## config.mk

```make
export PLATFORM = sky130hd
export DESIGN_NAME = operand_feeder
export DESIGN_NICKNAME = d
export VERILOG_FILES = /design/src/rtl/operand_feeder.sv
export SDC_FILE = /design/constraint.sdc
export NUM_CORES = 1
export LEC_CHECK = 0
export CAP_MARGIN = 10
export CELL_PAD_IN_SITES_DETAIL_PLACEMENT = 0
export CELL_PAD_IN_SITES_GLOBAL_PLACEMENT = 1
export CORE_MARGIN = 8
export CORE_UTILIZATION = 47
export CTS_BUF_LIST = sky130_fd_sc_hd__clkbuf_16
export CTS_CLUSTER_SIZE = 40
export DETAILED_ROUTE_END_ITERATION = 16
export HOLD_SLACK_MARGIN = 0.15
export PLACE_DENSITY = 0.85
export SYNTH_ARGS = -nofsm -noshare
export SYNTH_HDL_FRONTEND = slang
export SYNTH_SLANG_ARGS = --single-unit
```

## constraint.sdc

```tcl
create_clock -name clk -period 8.18 [get_ports clk]
set_input_delay 1.636 -clock clk [delete_from_list [all_inputs] [get_ports clk]]
set_output_delay 1.636 -clock clk [all_outputs]
set_load 0.01 [all_outputs]
```

## src/rtl/operand_feeder.sv

```systemverilog
`default_nettype none
// ============================================================================
//  Module   : operand_feeder
//  Purpose  : Operand source for the systolic array. Holds one A matrix
//             (N x K) and one B matrix (K x M). While streaming, it serves
//             each A row and each B column with that lane's next operand on
//             request, and flags completion once every operand is consumed.
//  Revision : 1.0  initial release
// ============================================================================
module operand_feeder #(
    parameter int DATA_WIDTH = 32,
    parameter int N          = 3,
    parameter int M          = 3,
    parameter int K          = 3,
    parameter int ADDR_W     = 4
) (
    input  logic                    clk,
    input  logic                    rst,
    input  logic                    wr_en,
    input  logic                    wr_sel,
    input  logic [ADDR_W-1:0]       wr_addr,
    input  logic [DATA_WIDTH-1:0]   wr_data,
    input  logic                    start,
    input  logic [N-1:0]            A_in_en,
    input  logic [M-1:0]            B_in_en,
    output logic [N*DATA_WIDTH-1:0] A_out,
    output logic [M*DATA_WIDTH-1:0] B_out,
    output logic                    ready,
    output logic                    finished,
    output logic                    overrun
);

    localparam int IDX_W = $clog2(K + 1);
    localparam int DEPTH = 2 ** ADDR_W;

    localparam logic [ADDR_W:0] A_SIZE = (ADDR_W + 1)'(N * K);
    localparam logic [ADDR_W:0] B_SIZE = (ADDR_W + 1)'(K * M);

    localparam logic [1:0] S_IDLE   = 2'd0;
    localparam logic [1:0] S_STREAM = 2'd1;
    localparam logic [1:0] S_DONE   = 2'd2;

    logic [1:0]            state_q, state_d;
    logic                  finished_q, finished_d;
    logic                  overrun_q, overrun_d;

    logic [DATA_WIDTH-1:0] a_mem_q [0:DEPTH-1];
    logic [DATA_WIDTH-1:0] b_mem_q [0:DEPTH-1];

    // Lane index counts operands consumed; the value K marks an exhausted lane.
    logic [IDX_W-1:0]      a_idx_q [0:N-1];
    logic [IDX_W-1:0]      a_idx_d [0:N-1];
    logic [IDX_W-1:0]      b_idx_q [0:M-1];
    logic [IDX_W-1:0]      b_idx_d [0:M-1];

    logic                  w_streaming;
    logic                  w_start_ok;
    logic                  w_wr_ok;
    logic                  w_all_fin;
    logic [N-1:0]          w_a_live, w_a_adv, w_a_ovr, w_a_fin;
    logic [M-1:0]          w_b_live, w_b_adv, w_b_ovr, w_b_fin;

    assign w_streaming = (state_q == S_STREAM);
    assign w_start_ok  = start & ~w_streaming;
    assign w_wr_ok     = wr_en & (state_q == S_IDLE);
    assign w_all_fin   = (&w_a_fin) & (&w_b_fin);

    // Per-row A lane: operand mux, consume decision, exhaustion tracking.
    // The exhausted index is steered to 0 so the read never leaves the row.
    for (genvar gi = 0; gi < N; gi++) begin : g_a_lane
        logic [IDX_W-1:0]  w_sel;
        logic [ADDR_W-1:0] w_addr;

        assign w_a_live[gi] = (a_idx_q[gi] != IDX_W'(K));
        assign w_sel        = w_a_live[gi] ? a_idx_q[gi] : '0;
        assign w_addr       = ADDR_W'(gi * K) + ADDR_W'(w_sel);
        assign A_out[gi*DATA_WIDTH +: DATA_WIDTH] =
            (w_streaming && w_a_live[gi]) ? a_mem_q[w_addr] : '0;
        assign w_a_adv[gi]  = w_streaming & A_in_en[gi] & w_a_live[gi];
        assign w_a_ovr[gi]  = A_in_en[gi] & ~w_a_live[gi];
        assign w_a_fin[gi]  = ~w_a_live[gi] |
                              (w_a_adv[gi] & (a_idx_q[gi] == IDX_W'(K - 1)));
    end

    // Per-column B lane: B is stored row-major by k, so column j strides by M.
    for (genvar gj = 0; gj < M; gj++) begin : g_b_lane
        logic [IDX_W-1:0]  w_sel;
        logic [ADDR_W-1:0] w_addr;

        assign w_b_live[gj] = (b_idx_q[gj] != IDX_W'(K));
        assign w_sel        = w_b_live[gj] ? b_idx_q[gj] : '0;
        assign w_addr       = ADDR_W'(w_sel) * ADDR_W'(M) + ADDR_W'(gj);
        assign B_out[gj*DATA_WIDTH +: DATA_WIDTH] =
            (w_streaming && w_b_live[gj]) ? b_mem_q[w_addr] : '0;
        assign w_b_adv[gj]  = w_streaming & B_in_en[gj] & w_b_live[gj];
        assign w_b_ovr[gj]  = B_in_en[gj] & ~w_b_live[gj];
        assign w_b_fin[gj]  = ~w_b_live[gj] |
                              (w_b_adv[gj] & (b_idx_q[gj] == IDX_W'(K - 1)));
    end

    // Next-state: start (from IDLE or DONE) rewinds all lanes; streaming
    // advances requested lanes and leaves for DONE on the final consume.
    always_comb begin
        state_d    = state_q;
        finished_d = finished_q;
        for (int i = 0; i < N; i++) a_idx_d[i] = a_idx_q[i];
        for (int j = 0; j < M; j++) b_idx_d[j] = b_idx_q[j];

        if (w_start_ok) begin
            state_d    = S_STREAM;
            finished_d = 1'b0;
            for (int i = 0; i < N; i++) a_idx_d[i] = '0;
            for (int j = 0; j < M; j++) b_idx_d[j] = '0;
        end else if (w_streaming) begin
            for (int i = 0; i < N; i++) a_idx_d[i] = a_idx_q[i] + IDX_W'(w_a_adv[i]);
            for (int j = 0; j < M; j++) b_idx_d[j] = b_idx_q[j] + IDX_W'(w_b_adv[j]);
            if (w_all_fin) begin
                state_d    = S_DONE;
                finished_d = 1'b1;
            end
        end
    end

    // Any request on an exhausted lane, or any request outside STREAM, is sticky.
    assign overrun_d = overrun_q |
                       (w_streaming ? ((|w_a_ovr) | (|w_b_ovr))
                                    : ((|A_in_en) | (|B_in_en)));

    // Control state, lane indices and status flags.
    always_ff @(posedge clk or posedge rst) begin
        if (rst) begin
            state_q    <= S_IDLE;
            finished_q <= 1'b0;
            overrun_q  <= 1'b0;
            for (int i = 0; i < N; i++) a_idx_q[i] <= '0;
            for (int j = 0; j < M; j++) b_idx_q[j] <= '0;
        end else begin
            state_q    <= state_d;
            finished_q <= finished_d;
            overrun_q  <= overrun_d;
            for (int i = 0; i < N; i++) a_idx_q[i] <= a_idx_d[i];
            for (int j = 0; j < M; j++) b_idx_q[j] <= b_idx_d[j];
        end
    end

    // Operand storage: writable only in IDLE, out-of-range addresses dropped,
    // contents deliberately survive reset.
    always_ff @(posedge clk) begin
        if (w_wr_ok && !wr_sel && ({1'b0, wr_addr} < A_SIZE)) begin
            a_mem_q[wr_addr] <= wr_data;
        end
        if (w_wr_ok && wr_sel && ({1'b0, wr_addr} < B_SIZE)) begin
            b_mem_q[wr_addr] <= wr_data;
        end
    end

    assign ready    = (state_q == S_IDLE);
    assign finished = finished_q;
    assign overrun  = overrun_q;

endmodule
`default_nettype wire
```

==> out/metrics.yaml <==
ys.flop_type: "edfxtp_1"
die_area_sq_mm: 0.0909
max_freq_mhz: 164
cp_common_cell: "nand2_1"
clk_latency_ns: 0.63
via_count: 23000
ios: 242
period_needed_ns: 6.10
setup_violations: 0
ant_nets: 0
fill_cells: 6214
globalRouteOverflowTotal: 0
synth.distinct_cells: 50
cp.required_ns: 6.54
arrival_ns: 4.46
die_h_microns: 302
clk_pin_slew_ns: 0.06
postCtsHoldBufs: 0
grt_first_pass_wirelength_microns: 153000
clock_path_buffers: 3
mostFrequentLayoutCell: "edfxtp_1"
crit_chain: "inv_1 > ha_4 > buf_4 > mux2_1 > mux4_2 > nand2_1 > nand2_1 > clkdlybuf4s50_1"
maxCapViolCount: 0
async_reset_ff_share_pct: 1.84
synth_cells: 2168
max_slew.worst_pin.slew_ns: 1.23
place.gp.congestion: 0.781
syn_area_sq_mm: 0.0383
synth_top_area_share_pct: 62.7
finClkSkew_ns: 0.0287
finalHoldViolations: 0
outcome: "finished clean"
floorplan.initialDensity_pct: 47.5
routed_via_density: 6.19
cts.sinks: 815
seq_area_frac_synth_pct: 63.7
end_kind: "primary output"
htree_levels: 3
slowest_delay_ns: 0.79
cts_root_buf: "clkbuf_16"
slew_headroom_pct: 18.0
layout.area.seq_sq_mm: 0.0244
die_x_microns: 302
core-area_sq_mm: 0.0807
port-buffer-count: 241
post_cts_resized: 0
yosysWarnings: 0
cp-start-kind: "register"
multi_input_area_sq_mm: 0.0141
leakage_nw: 15.2
final_max_slew_viol_count: 0
synth.area.top_cells: "edfxtp_1 63%, mux4_2 20%, mux2i_1 2.4%"
drive_gt1_share_pct: 20.7
avgSynthCellArea_sq_um: 17.7
grt_pass1_vias: 23800
hold_slack_ns: 0.569
hp-class: "reg -> reg"
power_density_mw_per_mm2: 400
antenna_found_initial: 8
avgRoutedWirePerCell_microns: 28.1
fin_setup_tns_ns: 0
drc: 0
synth_edf_count: 800
rsz0062_at_grt: "no"
ys_ff_latch: 815
drtIter0Drc: 2713
slowest_stage: "buf_4"
fin_nets: 2656
cts_tree: "done"
rows: 104
syn2layout_area_growth_pct: 18.0
grt_start_max_net_pins: 83
cts_buffers: 84
grt_util_all_layers_pct: 22.6
final_cell_mix: "800 x edfxtp_1, 342 x mux4_2, 241 x clkdlybuf4s50_1, 224 x conb_1, 168 x nand2_1"
first_pass_iters: 5
period_share_pct: 74.6
dp.final_hpwl_microns: 61500
path_class: "reg -> out"
routed_wl_microns: 104000
postCtsSetupRepairBufs: 0
crit_fanout: 53
peakVddDrop_mv: 0.440
yosysTopAreaCell: "edfxtp_1"
## cell usage after synthesis, types with 3 or more instances
cell type / instances
buf_4: 12
a21oi_1: 76
and3_1: 5
buf_2: 78
nand2_1: 168
nor3_1: 5
mux4_2: 342
nand2b_1: 6
nor2_1: 154
o22ai_1: 10
dfrtp_1: 15
mux2i_1: 93
clkbuf_1: 53
buf_1: 3
a22oi_1: 124
mux2_2: 8
o31ai_1: 5
edfxtp_1: 800
mux2_1: 46
buf_6: 19
inv_1: 13
o21ai_0: 31
ha_1: 21
nand3_1: 3
nor2b_1: 40
## metrics by stage
step | std cells | power (mW) | util (%) | instance area (sq um) | worst slack, ns
5_1_grt | 3714 | 18.8 | 56.0 | 45200 | 1.91
3_5_place_dp | 3562 | 14.5 | 52.8 | 42600 | 2.78
4_1_cts | 3713 | 18.2 | 56.0 | 45200 | 2.06
3_3_place_gp | 3562 | 14.4 | 52.8 | 42600 | 2.80
6_report | 3717 | 18.1 | 56.0 | 45200 | 2.08
2_1_floorplan | 2391 | 10.6 | - | 39200 | 3.05
## critical path: cells and delay by family, from the launching register on
family / cells / cell delay (ns)
adders and majority gates: 1 / 0.77
buffers and inverters: 3 / 1.43
DFF: 1 / 0.46
muxes: 2 / 0.89
and+or+nand+nor: 2 / 0.20
## layer usage
metal | vias up | track usage (%) | share of wire (%)
met1 | 11900 | 29.9 | 38
met4 | 8 | 8.32 | 3.5
met2 | 1291 | 36.6 | 48
met3 | 248 | 5.21 | 10
met5 | - | 0 | 0.052
li1 | 9513 | - | -
## final timing paths
| kind | start | depth (start not counted) | end | slack [ns] |
|---|---|---|---|---|
| worst max-delay path | b_idx_q[3] | 8 | B_out[61] | 2.08 |
| worst min-delay path | a_idx_q[3] | 1 | a_idx_q[3] | 0.57 |
| worst max register to register | state_q[1] | 4 | a_mem_q[6][26] | 5.30 |
| worst min register to register | a_idx_q[3] | 1 | a_idx_q[3] | 0.57 |
| max in group asynchronous | rst | 2 | a_idx_q[5] | 6.22 |
| min in group asynchronous | rst | 2 | a_idx_q[4] | 1.48 |
## final cells by class
type                       count  area share [%]
clock inverter                64            1.02
sequential                   815            54.0
antenna                        4          0.0221
clock buffer                  87            4.81
tap                         1060            2.93
timing repair buffer         276            6.00
inverter                      13           0.108
multi-input combinational   1398            31.1
## kinds of logic (layout without fill, tap and decap cells)
group,after synthesis,after routing,synth area share (%)
AO/OA/AOI/OAI,256,256,4.30
adder cells (fa/ha/maj),21,21,0.686
buffers and inverters,178,440,2.49
flip-flops,815,815,63.7
multiplexers,489,489,24.1
other,1,228,0.00978
AND/OR/NAND/NOR,408,408,4.74
## sequential cells by signal, indices dropped and copies added (netlist names)
signal	cells
a_idx_q	6
a_mem_q	288
b_idx_q	6
b_mem_q	512
overrun	1
state_q	2
## power breakdown
part	internal, mW	switching [mW]	total (mW)
Sequential	4.73	0.163	4.89
Combinational	4.51	4.99	9.50
Clock	2.14	1.56	3.69
Total	11.4	6.71	18.1
(Power assumes the default switching activity.)
